$ cat src/rtl/ks10_bus_arbiter_if.sv
// ks10_bus_arbiter_if
//   Bundles the requester-side and backplane-side signals of the KS10 bus
//   arbiter so that one handle carries the whole bus.
//   Requester side : reqREQ/reqADDR/reqDATA in, arbGNT/arbACK/arbNXM/
//                    arbDATA/arbBUSY out (one 36-bit lane per requester).
//   Backplane side : busREQO/busADDRO/busDATAO out, busACKI/busDATAI in.
//   Modports: master = the arbiter's view, slave = the environment's view
//   (requesters plus backplane slave).
interface ks10_bus_arbiter_if #(
    parameter int NUM_REQ = 4
);
    logic [NUM_REQ-1:0]    reqREQ;
    logic [NUM_REQ*36-1:0] reqADDR;
    logic [NUM_REQ*36-1:0] reqDATA;
    logic [NUM_REQ-1:0]    arbGNT;
    logic [NUM_REQ-1:0]    arbACK;
    logic [NUM_REQ-1:0]    arbNXM;
    logic [35:0]           arbDATA;
    logic                  arbBUSY;
    logic                  busREQO;
    logic [35:0]           busADDRO;
    logic [35:0]           busDATAO;
    logic                  busACKI;
    logic [35:0]           busDATAI;

    modport master (
        input  reqREQ, reqADDR, reqDATA, busACKI, busDATAI,
        output arbGNT, arbACK, arbNXM, arbDATA, arbBUSY,
               busREQO, busADDRO, busDATAO
    );

    modport slave (
        output reqREQ, reqADDR, reqDATA, busACKI, busDATAI,
        input  arbGNT, arbACK, arbNXM, arbDATA, arbBUSY,
               busREQO, busADDRO, busDATAO
    );
endinterface

$ cat src/rtl/ks10_bus_arbiter.sv
// ks10_bus_arbiter
//   Grants the single KS10 backplane bus to one of NUM_REQ masters
//   (0 = CPU, 1 = console, 2.. = UBA DMA), drives the winner's address and
//   data onto the backplane, then waits for busACKI or a TIMEOUT-cycle
//   watchdog and returns an arbACK or arbNXM pulse to the winner.
//   Ports:
//     clk  - single clock
//     rst  - synchronous active-high reset; aborts any transfer silently
//     bus  - ks10_bus_arbiter_if.master (requester and backplane signals)
//   Build option:
//     KS10_ARB_ROUND_ROBIN_EN - round-robin winner selection starting at a
//     pointer that moves past each winner; when undefined the lowest index
//     always wins and the pointer does not exist.
//   Cycle shape: IDLE -> REQ (1) -> WAIT (0..TIMEOUT) -> HOLD (1) -> IDLE.
//   HOLD drops the grant for one cycle so masters never hand over the bus
//   without a dead cycle.
module ks10_bus_arbiter #(
    parameter int NUM_REQ = 4,
    parameter int TIMEOUT = 64
) (
    input  logic                     clk,
    input  logic                     rst,
    ks10_bus_arbiter_if.master       bus
);

    localparam int IW = (NUM_REQ > 1) ? $clog2(NUM_REQ) : 1;
    localparam int CW = $clog2(TIMEOUT);

    typedef enum logic [1:0] {
        S_IDLE,
        S_REQ,
        S_WAIT,
        S_HOLD
    } state_t;

    state_t               state_q;
    logic [IW-1:0]        win_q;
    logic [CW-1:0]        cnt_q;
    logic [NUM_REQ-1:0]   gnt_q;
    logic [NUM_REQ-1:0]   ack_q;
    logic [NUM_REQ-1:0]   nxm_q;
    logic [35:0]          rdata_q;
    logic                 busy_q;
    logic                 breq_q;
    logic [35:0]          addr_q;
    logic [35:0]          wdata_q;

    logic                 win_vld_d;
    logic [IW-1:0]        win_d;
    logic [NUM_REQ-1:0]   win_oh;

    assign win_oh = NUM_REQ'(1) << win_q;

`ifdef KS10_ARB_ROUND_ROBIN_EN
    logic [IW-1:0] ptr_q;

    // Scan downward from the farthest slot so the requester nearest the
    // pointer (in wrap order) is the last, and therefore winning, assignment.
    always_comb begin
        int idx;
        idx       = 0;
        win_vld_d = 1'b0;
        win_d     = '0;
        for (int k = NUM_REQ - 1; k >= 0; k--) begin
            idx = (int'(ptr_q) + k) % NUM_REQ;
            if (bus.reqREQ[idx]) begin
                win_vld_d = 1'b1;
                win_d     = IW'(idx);
            end
        end
    end
`else
    // Fixed priority: lowest index wins, so the CPU always wins ties.
    always_comb begin
        win_vld_d = 1'b0;
        win_d     = '0;
        for (int i = NUM_REQ - 1; i >= 0; i--) begin
            if (bus.reqREQ[i]) begin
                win_vld_d = 1'b1;
                win_d     = IW'(i);
            end
        end
    end
`endif

    always_ff @(posedge clk) begin
        if (rst) begin
            state_q <= S_IDLE;
            win_q   <= '0;
            cnt_q   <= '0;
            gnt_q   <= '0;
            ack_q   <= '0;
            nxm_q   <= '0;
            rdata_q <= '0;
            busy_q  <= 1'b0;
            breq_q  <= 1'b0;
            addr_q  <= '0;
            wdata_q <= '0;
`ifdef KS10_ARB_ROUND_ROBIN_EN
            ptr_q   <= '0;
`endif
        end else begin
            // Completion pulses and the backplane request last one cycle.
            ack_q  <= '0;
            nxm_q  <= '0;
            breq_q <= 1'b0;
            case (state_q)
                S_IDLE: begin
                    if (win_vld_d) begin
                        win_q   <= win_d;
                        addr_q  <= bus.reqADDR[int'(win_d)*36 +: 36];
                        wdata_q <= bus.reqDATA[int'(win_d)*36 +: 36];
                        gnt_q   <= NUM_REQ'(1) << win_d;
                        breq_q  <= 1'b1;
                        busy_q  <= 1'b1;
                        cnt_q   <= '0;
                        state_q <= S_REQ;
`ifdef KS10_ARB_ROUND_ROBIN_EN
                        ptr_q   <= (win_d == IW'(NUM_REQ - 1)) ? '0 : win_d + 1'b1;
`endif
                    end
                end
                S_REQ: begin
                    cnt_q <= '0;
                    // A zero-wait slave completes straight out of REQ.
                    if (bus.busACKI) begin
                        rdata_q <= bus.busDATAI;
                        ack_q   <= win_oh;
                        gnt_q   <= '0;
                        state_q <= S_HOLD;
                    end else begin
                        state_q <= S_WAIT;
                    end
                end
                S_WAIT: begin
                    // ACK is tested first so a late ACK beats the watchdog.
                    if (bus.busACKI) begin
                        rdata_q <= bus.busDATAI;
                        ack_q   <= win_oh;
                        gnt_q   <= '0;
                        state_q <= S_HOLD;
                    end else if (cnt_q == CW'(TIMEOUT - 1)) begin
                        rdata_q <= '0;
                        nxm_q   <= win_oh;
                        gnt_q   <= '0;
                        state_q <= S_HOLD;
                    end else begin
                        cnt_q <= cnt_q + 1'b1;
                    end
                end
                S_HOLD: begin
                    busy_q  <= 1'b0;
                    state_q <= S_IDLE;
                end
                default: state_q <= S_IDLE;
            endcase
        end
    end

    assign bus.arbGNT   = gnt_q;
    assign bus.arbACK   = ack_q;
    assign bus.arbNXM   = nxm_q;
    assign bus.arbDATA  = rdata_q;
    assign bus.arbBUSY  = busy_q;
    assign bus.busREQO  = breq_q;
    assign bus.busADDRO = addr_q;
    assign bus.busDATAO = wdata_q;

endmodule

$ cat src/flat_wrapper.sv
// flat-port wrapper written by rule: the top's interface ports become plain ports
module ks10_bus_arbiter_flat 
#(
    parameter int NUM_REQ = 4,
    parameter int TIMEOUT = 64
)
  (clk, rst, bus_reqREQ, bus_reqADDR, bus_reqDATA, bus_busACKI, bus_busDATAI, bus_arbGNT, bus_arbACK, bus_arbNXM, bus_arbDATA, bus_arbBUSY, bus_busREQO, bus_busADDRO, bus_busDATAO);
  ks10_bus_arbiter_if #(.NUM_REQ(NUM_REQ)) bus_i ();
  input  logic clk;
  input  logic rst;
  input wire logic [$bits(bus_i.reqREQ)-1:0] bus_reqREQ;
  input wire logic [$bits(bus_i.reqADDR)-1:0] bus_reqADDR;
  input wire logic [$bits(bus_i.reqDATA)-1:0] bus_reqDATA;
  input wire logic [$bits(bus_i.busACKI)-1:0] bus_busACKI;
  input wire logic [$bits(bus_i.busDATAI)-1:0] bus_busDATAI;
  output wire logic [$bits(bus_i.arbGNT)-1:0] bus_arbGNT;
  output wire logic [$bits(bus_i.arbACK)-1:0] bus_arbACK;
  output wire logic [$bits(bus_i.arbNXM)-1:0] bus_arbNXM;
  output wire logic [$bits(bus_i.arbDATA)-1:0] bus_arbDATA;
  output wire logic [$bits(bus_i.arbBUSY)-1:0] bus_arbBUSY;
  output wire logic [$bits(bus_i.busREQO)-1:0] bus_busREQO;
  output wire logic [$bits(bus_i.busADDRO)-1:0] bus_busADDRO;
  output wire logic [$bits(bus_i.busDATAO)-1:0] bus_busDATAO;
  assign bus_i.reqREQ = bus_reqREQ;
  assign bus_i.reqADDR = bus_reqADDR;
  assign bus_i.reqDATA = bus_reqDATA;
  assign bus_i.busACKI = bus_busACKI;
  assign bus_i.busDATAI = bus_busDATAI;
  assign bus_arbGNT = bus_i.arbGNT;
  assign bus_arbACK = bus_i.arbACK;
  assign bus_arbNXM = bus_i.arbNXM;
  assign bus_arbDATA = bus_i.arbDATA;
  assign bus_arbBUSY = bus_i.arbBUSY;
  assign bus_busREQO = bus_i.busREQO;
  assign bus_busADDRO = bus_i.busADDRO;
  assign bus_busDATAO = bus_i.busDATAO;
  ks10_bus_arbiter #(.NUM_REQ(NUM_REQ), .TIMEOUT(TIMEOUT)) u_core (.clk(clk), .rst(rst), .bus(bus_i));
endmodule
$ cat config.mk
export PLATFORM = sky130hd
export DESIGN_NAME = ks10_bus_arbiter_flat
export DESIGN_NICKNAME = d
export VERILOG_FILES = /design/src/rtl/ks10_bus_arbiter_if.sv /design/src/rtl/ks10_bus_arbiter.sv /design/src/flat_wrapper.sv
export SDC_FILE = /design/constraint.sdc
export NUM_CORES = 1
export LEC_CHECK = 0
export CAP_MARGIN = 0
export CORE_AREA = 5 5 172 174
export CTS_CLUSTER_SIZE = 24
export DETAILED_ROUTE_END_ITERATION = 7
export DIE_AREA = 0 0 177 179
export HOLD_SLACK_MARGIN = 0.03
export SLEW_MARGIN = 10
export SYNTH_ARGS = -nofsm -noshare
export SYNTH_HDL_FRONTEND = slang
export SYNTH_SLANG_ARGS = --single-unit
$ cat constraint.sdc
create_clock -name clk -period 4.9 [get_ports clk]
set_clock_uncertainty 0.05 [all_clocks]
set_input_delay 1.225 -clock clk [delete_from_list [all_inputs] [get_ports clk]]
set_output_delay 1.225 -clock clk [all_outputs]
set_load 0.01 [all_outputs]
==> results.ini, run 1 <==
[run_status]
status = completed

[sta]
slew_viol_final = 0
setup_viol = 0
setup_tns_ns = 0
hold_viol_final = 0
relSlewSlack_pct = 30.2
fin_crit_sh_pct = 65.5
rsz0062_at_grt = no
worst_pin_slew_ns = 1.05
fmax_mhz = 312
finalCriticalPeriod_ns = 3.21
finalWorstSetupSlack_ns = 1.69

[detailed_routing]
ant_nets = 0
drc = 0
vias = 7359
drt_iter0_drc = 604
via_per_inst = 4.90
wl_per_cell_um = 20.3
drtPass1Iterations = 8
wl_mm = 30.5

[clock_network]
cts_hold_buf = 0
cts_resized = 0
postCtsSetupBuffers = 0
clock_tree.buffer_depth = 2
cts.htree.levels = 4
cts_buffers = 17
cts_tree = built
root_buffer = clkbuf_16
clk_pin_slew_ns = 0.06
cts.sinks = 132
clk-insertion-delay-late_ns = 0.42

[final_layout]
drive_gt1_share_pct = 6.32
instances_no_fill = 1503
syn2layout_area_growth_pct = 85.5
nets = 1448
fin_area_sq_um = 11800

[global_routing]
grt_pass1_vias = 7501
grt_max_degree = 86
grt_overflow = 0
antenna_found_initial = 1
grt_pass1_wl_mm = 44.4
grtUsageTotal_pct = 18.0

[worst_setup_path]
cp-start-kind = primary input
crit_fanout = 39
reg2reg_to = u_core.bus.arbDATA[22]$_SDFFE_PP0P_
worstPathArrival_ns = 3.43
worst-r2r-cell-count = 8
cp-end-kind = flop
cp.required_ns = 5.12
r2r_start = u_core.state_q[1]$_SDFFE_PP0P_
reg2reg_slack_ns = 2.63
path_class = in2reg

[logic_synthesis]
synthesis.nets = 1035
avgSynthCellArea_sq_um = 9.10
synth-seq-cells = 132
synth_cell_type_count = 41
syn_area_sq_um = 6350
synthCells = 698
yosys_warnings = 0
seq_area_frac_synth_pct = 41.6
yosysTopAreaCell = dfxtp_1
synth.area.top_cells = dfxtp_1, a222oi_1, mux2_1, a21oi_1, o21ai_0
synth_top_area_share_pct = 41.6

[die]
coreArea_sq_um = 27600
die-area_sq_um = 31700
die_y_um = 179
die_w_um = 177
num_rows = 61
top_level_ports = 453
start_util_pct = 23.0

[power]
power_w = 0.00540
max-vdd-ir-drop_mv = 0.256
leakage_nw = 4.32
pwr_density_cell_nw_per_um2 = 458

[hold_path]
holdPathEnd = u_core.bus.arbDATA[21]$_SDFFE_PP0P_
holdCritPathClass = reg2reg
hold_depth = 2
worstHoldStart = u_core.bus.arbDATA[21]$_SDFFE_PP0P_

[placed_design]
placed_cell_area_sq_um = 11200
finalWeightedCongestion = 0.817
numPortBuffers = 452
place_hpwl_mm = 22.5
dp_slack_ns = 1.24
dp_cells = 1470

[flow_run]
cap_violations = 0

-- synthesized netlist by cell type, drive strengths merged --
cell type  instances
nand4b             2
nand4              1
or4                1
and3b              1
o21ai             75
a221oi             2
dfxtp            132
a41oi              2
nor3               4
a21o               2
inv                6
buf               18
nor3b              4
and2               4
a311o              1
a311oi             3
or3                1
nand3             39
nand2             48
a21oi            118
and3               1
mux2              72
a211oi             1
nand2b             6
clkbuf            54
o21a               1
nor4               1
a21boi             1
ha                 6
and4b              1
a222oi            71
nor2              15
a32o               1
mux2i              3
-- kinds of logic (layout without fill, tap and decap cells) --
family / count (synthesis) / in the layout / synth area share, %
AOI/OAI and AO/OA: 278 / 278 / 28.3
DFF: 132 / 132 / 41.6
and+or+nand+nor: 129 / 129 / 9.99
buffers and inverters: 78 / 504 / 5.68
muxes: 75 / 75 / 13.2
adders and majority gates: 6 / 6 / 1.18
other: 0 / 1 / 0
-- layer usage --
layer | global-route usage, % | share of wire, % | vias to the layer above | routed length (um)
li1 | - | - | 3532 | -
met1 | 21.0 | 39 | 3465 | 11900
met2 | 31.7 | 50 | 336 | 15300
met3 | 6.16 | 9.4 | 26 | 2860
met4 | 4.48 | 1.5 | 0 | 471
met5 | 0 | 0 | - | 0
-- critical path, stage by stage --
cell,delay [ns]
clkdlybuf4s50_1,0.58
nand2b_4,0.19
a21o_4,0.33
buf_12,0.28
mux2_1,0.35
a222oi_1,0.30
a21oi_1,0.11
-- layout make-up --
cell class	instances	area (sq um)
Fill cell	2766	15900
Timing Repair Buffer	466	4650
Multi-Input combinational cell	488	3380
Sequential cell	132	2640
Tap cell	378	473
Clock buffer	17	425
Clock inverter	15	184
Inverter	6	22.5
Antenna cell	1	2.50
-- layout by cell type (no fill, tap or decap), types with 2 or more instances in the layout --
cell / Yosys / final
clkdlybuf4s50_1: 0 / 451
dfxtp_1: 132 / 132
a21oi_1: 118 / 118
o21ai_0: 75 / 74
a222oi_1: 71 / 71
mux2_1: 57 / 57
nand2_1: 47 / 47
nand3_1: 39 / 39
clkbuf_16: 0 / 17
mux2_2: 15 / 15
nor2_1: 15 / 14
buf_4: 2 / 12
ha_1: 6 / 6
inv_1: 6 / 5
nand2b_1: 5 / 5
inv_8: 0 / 5
nor3b_1: 4 / 4
inv_6: 0 / 4
a311oi_1: 3 / 3
mux2i_1: 3 / 3
nor3_1: 3 / 3
and2_1: 4 / 3
nand4b_1: 2 / 2
a41oi_1: 2 / 2
a221oi_1: 2 / 2
bufinv_16: 0 / 2
clkinv_4: 0 / 2
clkinvlp_4: 0 / 2
buf_12: 0 / 2
-- flip-flops by register name, indices dropped and copies added, names as in the netlist --
name                 cells
u_core.bus.arbNXM        4
u_core.bus.arbGNT        4
u_core.bus.arbDATA      36
u_core.bus.arbBUSY       1
u_core.bus.busDATAO     36
u_core.win_q             2
u_core.bus.busREQO       1
u_core.state_q           2
u_core.bus.busADDRO     36
u_core.cnt_q             6
u_core.bus.arbACK        4
-- worst max path at each step --
stage	from	to	slack, ns	cells past startpoint
2_1_floorplan	bus_reqREQ[2]	u_core.bus.busADDRO[13]$_SDFFE_PP0P_	2.32	7
3_3_place_gp	bus_reqREQ[2]	u_core.bus.busADDRO[6]$_SDFFE_PP0P_	1.26	7
3_5_place_dp	bus_reqREQ[2]	u_core.bus.busDATAO[11]$_SDFFE_PP0P_	1.24	7
4_1_cts	bus_reqREQ[2]	u_core.bus.busDATAO[11]$_SDFFE_PP0P_	1.69	7
5_1_grt	bus_reqREQ[2]	u_core.bus.busADDRO[28]$_SDFFE_PP0P_	1.54	7
6_report	bus_reqREQ[2]	u_core.bus.busDATAO[11]$_SDFFE_PP0P_	1.69	7
-- stage by stage --
step / util [%] / hold WS (ns)
floorplan: - / 0.426
global placement: 40.4 / 0.387
detailed placement: 40.4 / 0.392
CTS: 42.6 / 0.402
global route: 42.6 / 0.419
finish: 42.6 / 0.399
-- report_power, final --
part	total, W	internal (W)	switching [W]	leakage [nW]
logic	0.00235	0.00121	0.00115	2.94
clock network	0.00136	0.000776	0.000588	0.295
registers	0.00168	0.00148	0.000201	1.09
(Power assumes the default switching activity.)
==> run 2: changes to the inputs <==
- CORE_AREA: 5 5 172 174 -> 5 5 175 177
- DIE_AREA: 0 0 177 179 -> 0 0 180 182
- clock period: 4.9 -> 2.8 ns (I/O delays scaled with it)
==> results.ini, run 2 (synthesis gave the netlist of run 1 again) <==
[die]
die_w_um = 180  ; was 177 um
num_rows = 63  ; was 61
start_util_pct = 21.8  ; was 23.0%
top_level_ports = 453  ; unchanged
coreArea_sq_um = 29100  ; was 27600 sq um
die_y_um = 182  ; was 179 um
die-area_sq_um = 32800  ; was 31700 sq um

[power]
leakage_nw = 4.48  ; was 4.32 nW
swShare_pct = 36.3  ; was 35.8%
pwr-share-comb_pct = 45.2  ; was 43.6%
max-vdd-ir-drop_mv = 0.321  ; was 0.256 mV
switchingPower_w = 0.00343  ; was 0.00193 W
pwr_density_cell_nw_per_um2 = 782  ; was 458 nW/um^2
clock_power_share_pct = 23.6  ; was 25.3%
power_w = 0.00944  ; was 0.00540 W
p_seq_share_pct = 31.2  ; was 31.1%
intPower_w = 0.00601  ; was 0.00346 W

[final_layout]
final_cell_mix = clkdlybuf4s50_1, dfxtp_1, a21oi_1, o21ai_0, a222oi_1  ; unchanged
layout_commonest_cell = clkdlybuf4s50_1  ; unchanged
nets = 1477  ; was 1448
syn2layout_area_growth_pct = 90.2  ; was 85.5%
drive_gt1_share_pct = 8.67  ; was 6.32%

[clock_network]
root_buffer = clkbuf_16  ; unchanged
postCtsSetupBuffers = 0  ; unchanged
clock_tree.buffer_depth = 2  ; unchanged
clk-insertion-delay-late_ns = 0.41  ; was 0.42 ns
cts_resized = 0  ; unchanged
cts.sinks = 132  ; unchanged
cts_hold_buf = 0  ; unchanged
clk_pin_slew_ns = 0.07  ; was 0.06 ns
cts_buffers = 17  ; unchanged
cts_tree = built  ; unchanged
cts.htree.levels = 4  ; unchanged

[worst_setup_path]
worstPathArrival_ns = 2.66  ; was 3.43 ns
crit_fanout = 12  ; was 39
crit_slowest_cell = clkdlybuf4s50_1  ; unchanged
cp_cell_sequence = clkdlybuf4s50_1, nand2b_4, a21o_4, buf_12, mux2_2, a222oi_1, buf_4, a21oi_1  ; was clkdlybuf4s50_1, nand2b_4, a21o_4, buf_12, mux2_1, a222oi_1, a21oi_1
critPathMaxStageDelay_ns = 0.62  ; was 0.58 ns
cp.required_ns = 3.04  ; was 5.12 ns
path_class = in2reg  ; unchanged
cp-end-kind = flop  ; unchanged
cp-start-kind = primary input  ; unchanged

[placed_design]
place_hpwl_mm = 22.3  ; was 22.5 mm
finalWeightedCongestion = 0.820  ; was 0.817
numPortBuffers = 452  ; unchanged

[detailed_routing]
ant_nets = 0  ; unchanged
drt_iter0_drc = 505  ; was 604
wl_mm = 30.0  ; was 30.5 mm
wl_per_cell_um = 19.4  ; was 20.3 um
drtPass1Iterations = 8  ; unchanged
drc = 0  ; unchanged
via_per_inst = 4.87  ; was 4.90
vias = 7520  ; was 7359

[sta]
hold_slack_ns = 0.401  ; was 0.399 ns
finalCriticalPeriod_ns = 2.42
slew_viol_final = 0  ; unchanged
setup_viol = 0  ; unchanged
hold_viol_final = 0  ; unchanged
fmax_mhz = 413
rsz0062_at_grt = no  ; unchanged
relSlewSlack_pct = 62.4  ; was 30.2%
worst_pin_slew_ns = 0.564  ; was 1.05 ns
setup_tns_ns = 0  ; unchanged
fin_crit_sh_pct = 86.5

[global_routing]
grt_pass1_vias = 7634  ; was 7501
antenna_found_initial = 3  ; was 1
grtUsageTotal_pct = 17.3  ; was 18.0%
grt_pass1_wl_mm = 44.9  ; was 44.4 mm
grt_overflow = 0  ; unchanged
grt_max_degree = 76  ; was 86

[hold_path]
holdCritPathClass = reg2reg  ; unchanged

[flow_run]
cap_violations = 0  ; unchanged

[run_status]
status = completed  ; unchanged

==> run 2: cell count changes in the layout (fill, tap and decap cells not counted), moves of 2 or more <==
cell       delta
buf_4        +20
inv_8         -3
bufinv_16     -2
buf_12        +9
inv_6         +3
==> run 2: final timing paths <==
path | startpoint | end | slack, ns | cells past startpoint
setup / recovery | bus_reqREQ[3] | u_core.bus.busDATAO[35]$_SDFFE_PP0P_ | 0.38 | 8
hold / removal | u_core.bus.arbDATA[12]$_SDFFE_PP0P_ | u_core.bus.arbDATA[12]$_SDFFE_PP0P_ | 0.40 | 2
setup reg to reg | u_core.state_q[1]$_SDFFE_PP0P_ | u_core.bus.arbDATA[24]$_SDFFE_PP0P_ | 0.58 | 8
hold reg to reg | u_core.bus.arbDATA[12]$_SDFFE_PP0P_ | u_core.bus.arbDATA[12]$_SDFFE_PP0P_ | 0.40 | 2
==> run 2: area by class of cell <==
cell class              instances  area (sq um)
fillers                      2833         17000
diodes                          1          2.50
well taps                     390           488
multi-input cells             488          3380
repair buffers                495          4980
clock inverters                15           136
inverters                       6          22.5
flip-flops and latches        132          2640
clock buffers                  17           425
==> run 2: routing by layer <==
metal	part of all wire, %	up-vias	track usage [%]
met5	0.070	-	0
met1	39	3543	20.2
li1	-	3586	-
met2	49	350	29.1
met3	9.6	37	6.95
met4	1.9	4	5.24
==> run 2: power by group through the flow <==
| stage | clock network (W) | logic, W | registers, W |
|---|---|---|---|
| floorplan | 0 | 0.00151 | 0.00327 |
| global placement | 0 | 0.00429 | 0.00295 |
| detailed placement | 0 | 0.00429 | 0.00296 |
| CTS | 0.00229 | 0.00432 | 0.00295 |
| global route | 0.00236 | 0.00464 | 0.00303 |
| finish | 0.00223 | 0.00427 | 0.00294 |
==> run 2: critical path: cells and delay by family <==
kind	cells	cell delay (ns)
buffers and inverters	3	0.96
AO/OA/AOI/OAI	3	0.64
multiplexers	1	0.27
AND/OR/NAND/NOR	1	0.08
==> run 2: through the flow <==
step	cells	instance area (sq um)	setup WS, ns	util, %
floorplan	698	6350	0.742	-
global placement	1511	11500	0.00442	39.6
detailed placement	1511	11500	-0.0352	39.6
CTS	1543	12100	0.404	41.5
global route	1544	12100	0.284	41.5
finish	1544	12100	0.378	41.5
